===== config.mk =====
export PLATFORM = sky130hd
export DESIGN_NAME = bm_pack_flat
export DESIGN_NICKNAME = d
export VERILOG_FILES = /design/src/rtl/bm_pack_if.sv /design/src/rtl/bm_pack.sv /design/src/flat_wrapper.sv
export SDC_FILE = /design/constraint.sdc
export NUM_CORES = 1
export LEC_CHECK = 0
export CAP_MARGIN = 20
export CELL_PAD_IN_SITES_DETAIL_PLACEMENT = 1
export CELL_PAD_IN_SITES_GLOBAL_PLACEMENT = 1
export CORE_MARGIN = 1.5
export CORE_UTILIZATION = 54
export CTS_CLUSTER_SIZE = 14
export DETAILED_ROUTE_END_ITERATION = 6
export GPL_TIMING_DRIVEN = 0
export PLACE_DENSITY_LB_ADDON = 0.1
export SYNTH_ARGS = -nofsm -noshare
export SYNTH_HDL_FRONTEND = slang
export SYNTH_SLANG_ARGS = --single-unit

===== constraint.sdc =====
create_clock -name clk_sys -period 6.4 [get_ports clk_sys]
set_input_delay 0.96 -clock clk_sys [delete_from_list [all_inputs] [get_ports clk_sys]]
set_output_delay 0.96 -clock clk_sys [all_outputs]
set_load 0.03 [all_outputs]

===== src/rtl/bm_pack_if.sv =====
// rtl/bm_pack_if.sv - byte-in / word-out handshake bundle for bm_pack
interface bm_pack_if #(
  parameter int FIFO_AW = 4
);
  logic [7:0]         byte_data;
  logic               byte_vld;
  logic [31:0]        word_q;
  logic               word_vld;
  logic               word_req;
  logic [FIFO_AW:0]   word_cnt;
  logic               full;
  logic [7:0]         ovf_cnt;

  modport master (
    output byte_data, byte_vld, word_req,
    input  word_q, word_vld, word_cnt, full, ovf_cnt
  );

  modport slave (
    input  byte_data, byte_vld, word_req,
    output word_q, word_vld, word_cnt, full, ovf_cnt
  );
endinterface


===== src/rtl/bm_pack.sv =====
// rtl/bm_pack.sv - big-endian byte-to-word packer feeding a show-ahead word FIFO
// Optional idle-timeout flush of partial words: BM_PACK_TIMEOUT_FLUSH_EN.
module bm_pack #(
  parameter int FIFO_AW = 4,
  parameter int TIMEOUT = 255
) (
  input  logic       clk_sys,
  input  logic       rst_n,
  input  logic       clr,
  bm_pack_if.slave   bus
);
  localparam int DEPTH = 1 << FIFO_AW;
  localparam logic [FIFO_AW:0] DEPTH_C = (FIFO_AW + 1)'(DEPTH);

  if (TIMEOUT < 1 || TIMEOUT > 65535) begin : g_bad_timeout
    $error("bm_pack: TIMEOUT out of range");
  end

`ifdef BM_PACK_TIMEOUT_FLUSH_EN
  localparam logic [15:0] TIMEOUT_C = 16'(TIMEOUT);
  typedef enum logic [1:0] {S_IDLE, S_FILL, S_FLUSH} state_t;
  logic [15:0] idle_q;
`else
  typedef enum logic [1:0] {S_IDLE, S_FILL} state_t;
`endif

  state_t      state_q;
  logic [1:0]  idx_q;
  logic [31:0] hold_q;
  logic        push_q;
  logic [31:0] push_word_q;
  logic [31:0] placed;

  // Incoming byte shifted into its big-endian lane for the current index.
  assign placed = {bus.byte_data, 24'h0} >> {idx_q, 3'b000};

  always_ff @(posedge clk_sys or negedge rst_n) begin
    if (!rst_n) begin
      state_q     <= S_IDLE;
      idx_q       <= 2'd0;
      hold_q      <= 32'h0;
      push_q      <= 1'b0;
      push_word_q <= 32'h0;
`ifdef BM_PACK_TIMEOUT_FLUSH_EN
      idle_q      <= 16'h0;
`endif
    end else if (clr) begin
      state_q     <= S_IDLE;
      idx_q       <= 2'd0;
      hold_q      <= 32'h0;
      push_q      <= 1'b0;
      push_word_q <= 32'h0;
`ifdef BM_PACK_TIMEOUT_FLUSH_EN
      idle_q      <= 16'h0;
`endif
    end else begin
      push_q <= 1'b0;
`ifdef BM_PACK_TIMEOUT_FLUSH_EN
      if (state_q == S_FLUSH) begin
        push_q      <= 1'b1;
        push_word_q <= hold_q;
        idle_q      <= 16'h0;
        if (bus.byte_vld) begin
          hold_q  <= {bus.byte_data, 24'h0};
          idx_q   <= 2'd1;
          state_q <= S_FILL;
        end else begin
          hold_q  <= 32'h0;
          idx_q   <= 2'd0;
          state_q <= S_IDLE;
        end
      end else
`endif
      if (bus.byte_vld) begin
`ifdef BM_PACK_TIMEOUT_FLUSH_EN
        idle_q <= 16'h0;
`endif
        if (idx_q == 2'd3) begin
          push_q      <= 1'b1;
          push_word_q <= hold_q | placed;
          hold_q      <= 32'h0;
          idx_q       <= 2'd0;
          state_q     <= S_IDLE;
        end else begin
          hold_q  <= hold_q | placed;
          idx_q   <= idx_q + 2'd1;
          state_q <= S_FILL;
        end
      end
`ifdef BM_PACK_TIMEOUT_FLUSH_EN
      else if (state_q == S_FILL) begin
        if (idle_q == TIMEOUT_C) state_q <= S_FLUSH;
        else                     idle_q  <= idle_q + 16'd1;
      end
`endif
    end
  end

  logic [31:0]      mem [DEPTH];
  logic [FIFO_AW:0] wr_ptr_q, rd_ptr_q;
  logic [FIFO_AW:0] cnt;
  logic [7:0]       ovf_q;
  logic             fifo_full, fifo_empty, pop, wr_en;

  assign cnt        = wr_ptr_q - rd_ptr_q;
  assign fifo_full  = (cnt == DEPTH_C);
  assign fifo_empty = (cnt == '0);
  assign pop        = bus.word_req && !fifo_empty;
  // A push into a full FIFO is only accepted when the head leaves in the same edge.
  assign wr_en      = push_q && (!fifo_full || pop);

  always_ff @(posedge clk_sys) begin
    if (wr_en && !clr) mem[wr_ptr_q[FIFO_AW-1:0]] <= push_word_q;
  end

  always_ff @(posedge clk_sys or negedge rst_n) begin
    if (!rst_n) begin
      wr_ptr_q <= '0;
      rd_ptr_q <= '0;
      ovf_q    <= 8'h0;
    end else if (clr) begin
      wr_ptr_q <= '0;
      rd_ptr_q <= '0;
      ovf_q    <= 8'h0;
    end else begin
      if (wr_en) wr_ptr_q <= wr_ptr_q + 1'b1;
      if (pop)   rd_ptr_q <= rd_ptr_q + 1'b1;
      if (push_q && !wr_en && ovf_q != 8'hFF) ovf_q <= ovf_q + 8'd1;
    end
  end

  assign bus.word_q   = fifo_empty ? 32'h0 : mem[rd_ptr_q[FIFO_AW-1:0]];
  assign bus.word_vld = !fifo_empty;
  assign bus.word_cnt = cnt;
  assign bus.full     = fifo_full;
  assign bus.ovf_cnt  = ovf_q;
endmodule


===== src/flat_wrapper.sv =====
// flat-port wrapper written by rule: the top's interface ports become plain ports
module bm_pack_flat 
#(
  parameter int FIFO_AW = 4,
  parameter int TIMEOUT = 255
)
  (clk_sys, rst_n, clr, bus_byte_data, bus_byte_vld, bus_word_req, bus_word_q, bus_word_vld, bus_word_cnt, bus_full, bus_ovf_cnt);
  bm_pack_if #(.FIFO_AW(FIFO_AW)) bus_i ();
  input  logic clk_sys;
  input  logic rst_n;
  input  logic clr;
  input wire logic [$bits(bus_i.byte_data)-1:0] bus_byte_data;
  input wire logic [$bits(bus_i.byte_vld)-1:0] bus_byte_vld;
  input wire logic [$bits(bus_i.word_req)-1:0] bus_word_req;
  output wire logic [$bits(bus_i.word_q)-1:0] bus_word_q;
  output wire logic [$bits(bus_i.word_vld)-1:0] bus_word_vld;
  output wire logic [$bits(bus_i.word_cnt)-1:0] bus_word_cnt;
  output wire logic [$bits(bus_i.full)-1:0] bus_full;
  output wire logic [$bits(bus_i.ovf_cnt)-1:0] bus_ovf_cnt;
  assign bus_i.byte_data = bus_byte_data;
  assign bus_i.byte_vld = bus_byte_vld;
  assign bus_i.word_req = bus_word_req;
  assign bus_word_q = bus_i.word_q;
  assign bus_word_vld = bus_i.word_vld;
  assign bus_word_cnt = bus_i.word_cnt;
  assign bus_full = bus_i.full;
  assign bus_ovf_cnt = bus_i.ovf_cnt;
  bm_pack #(.FIFO_AW(FIFO_AW), .TIMEOUT(TIMEOUT)) u_core (.clk_sys(clk_sys), .rst_n(rst_n), .clr(clr), .bus(bus_i));
endmodule

==> impl_metrics.toml <==
[run_status]
outcome = "complete, no violations"

[synth]
yosys_warnings = 0
async_flop_share_pct = 14.24
ys_ff_latch = 597
synth_nets = 1207
synth_edf_count = 512
synth_cells = 1182
dominantRegCellSynth = "edfxtp_1"
synth_cell_types = 41
ys_seq_area_share_pct = 74.95
syn_avg_cell_area_sq_um = 19.76
synth.cell_area_sq_um = 23350

[global_route]
grt_util_all_layers_pct = 28.26
grt_pass1_vias = 13290
overflow = 0
grt_pass1_wl_um = 88570
grt_max_degree = 66
grt_antenna_before_repair = 0

[setup_path]
start_kind = "flip-flop"
crit_arrival_ns = 5.11
worstPathRequired_ns = 5.44
reg2regPathDepth = 12
path_delay_family = "buffers and inverters"
slowest_stage = "clkdlybuf4s50_1"
crit_path_max_fanout = 10
crit_chain = "clkbuf_1, buf_1, inv_1, ha_1, xor2_1, nand4b_1, a2bb2oi_4, buf_12, clkbuf_2, nor2b_1, clkdlybuf4s50_1"
cp_num_cells = 11
critPathKind = "reg2out"
r2r-end = "u_core.mem[1][15]"
startpoint = "u_core.rd_ptr_q[2]"
cpPeakStageDelay_ns = 0.75
cp-endpoint = "bus_word_q[31]"
cp_num_buf_inv = 6
timing.rr.start = "u_core.rd_ptr_q[2]"
r2r_setup_slack_ns = 0.79
cp-end-kind = "output port"

[timing]
fmaxAchievable_mhz = 164.8
clock_skew_ns = 0.02857
slew_viol_final = 0
fin_ws_ns = 0.3338
min_period_ns = 6.066
hold-worst-slack_ns = 0.2523
period_share_pct = 94.78
worst_slew_pin_slew_ns = 1.073
rsz0062_at_grt = "false"
hold_violations = 0
finalSetupViolations = 0
relSlewSlack_pct = 28.47

[power_and_ir_drop]
power_density_nw_per_um2 = 380.8
p_leak_uw = 0.008585
vdd_ir_drop_max_mv = 0.2658

[die]
fp.dieW_um = 211.0
top_level_ports = 60
initial_utilization_pct = 54.45
fp.dieH_um = 211.0
rows = 76
core-area_sq_um = 42890
die-area_sq_um = 44500

[routing]
dr.pass1.iters = 6
drtIter0Drc = 989
vias_per_cell = 6.239
ant_nets = 0
routedWlPerCell_um = 30.63
via_count = 12234
drc = 0
routed_wl_um = 60070

[cts]
cts_sinks = 597
clock_latency_ns = 0.62
path_clk_slew_ns = 0.06
cts_tree = "built"
clk_root_buffer_cell = "clkbuf_16"
clockBufferDepth = 3
cts_hold_buffers = 0
cts-buffers-inserted = 58
h-tree-depth = 2

[placement]
placed_area_sq_um = 25320
dp_cells = 1854
io_buffers = 49
hpwl_um = 39590
place.gp.congestion = 0.7735
post-place-ws_ns = -0.1223

[cells_and_area]
instances_no_fill = 1961
syn2layout_area_growth_pct = 16.09
stdcell_area_sq_um = 27110
fin_util_pct = 63.21
drive_gt1_share_pct = 23.26
final_cell_mix = "edfxtp_1 (512), mux4_2 (160), dfrtp_1 (85)"
multi_input_comb_area_sq_um = 5612
antennaDiodeCount = 0
final_nets = 1356
final_common_cell = "edfxtp_1"
num-fill-cells = 3621
ff_latch_area_sq_um = 17500

[hold_path]
holdCritPathClass = "in2async"

[job]
cap_violations = 0
## cell families after synthesis
logic type | share of synthesized area (%)
mux | 15.62
compound gates | 3.306
xor+xnor | 0.1500
flops | 74.95
simple gates | 3.735
fa+ha+maj | 0.6751
buf+inv | 1.570
## cell usage after synthesis, drive strengths merged, types with 5 or more instances
library cell,instances,area share [%]
nor2b,38,1.0
nand2,40,0.64
inv,14,0.23
mux4,160,15
ha,11,0.59
nor3,5,0.11
nand3b,8,0.26
nand3,9,0.19
clkbuf,52,0.88
a31oi,32,0.86
buf,26,0.47
edfxtp,512,66
nor2,52,0.84
o21ai,43,0.92
or3,7,0.19
a21oi,50,1.1
dfrtp,85,9.1
nand4,5,0.13
## state kept, by name (all words and copies together), names as in the netlist
register / flops
u_core.mem: 512
u_core.hold_q: 32
u_core.push_word_q: 32
u_core.bus.ovf_cnt: 8
u_core.rd_ptr_q: 5
u_core.wr_ptr_q: 5
u_core.idx_q: 2
u_core.push_q: 1
## what timing repair did
action | in CTS | in global routing
setup endpoints to repair | 33 | 33
setup buffers | 0 | 1
resized for setup | 6 | 2
gates cloned | 0 | 0
pin swaps | 0 | 1
endpoints found under the hold margin | 0 | 0
## per-stage QoR
stage	power [uW]	setup TNS, ns
finish	10320	0
global placement	7105	-996.65
global route	10640	0
floorplan	6115	0
detailed placement	7192	-0.5792
CTS	10370	0
## how the worst min path moves through the flow
stage	to	slack, ns	cells after the start
after floorplan	u_core.hold_q[0]	0.46	2
after global placement	u_core.hold_q[7]	0.48	2
after detailed placement	u_core.hold_q[17]	0.49	2
after CTS	u_core.push_word_q[2]	0.23	1
after global routing	u_core.push_word_q[1]	0.26	1
final	u_core.push_word_q[1]	0.25	1
## report_power, final
| group | internal (uW) | switching (uW) |
|---|---|---|
| sequential | 4190 | 17.9 |
| clock | 1770 | 1420 |
| combinational | 1330 | 1600 |
| total | 7290 | 3030 |
## layout make-up
type | count | area share, %
multi-input combinational | 493 | 20.70
timing repair buffer | 89 | 4.255
inverter | 14 | 0.1938
buffer | 78 | 1.186
clock inverter | 18 | 0.4615
sequential | 597 | 64.56
clock buffer | 87 | 5.945
tap | 585 | 2.700
## worst register-to-register path: stages, from the launching register on
cell	delay, ns
dfrtp_1	0.33
clkbuf_1	0.72
buf_1	0.75
inv_1	0.16
ha_1	0.39
nand3_1	0.11
a21oi_1	0.47
a2111o_1	0.33
clkbuf_1	0.43
nand3b_1	0.36
nor3_2	0.82
buf_6	0.27
buf_6	0.19
## metal layers
metal	vias up	part of all wire (%)	track usage, %
met5	-	0	0
met4	0	3.6	10.22
met3	117	6.4	4.936
met2	503	49	46.23
met1	6535	41	38.81
li1	5079	-	-
Note: power is estimated with default switching activity, not from simulation.
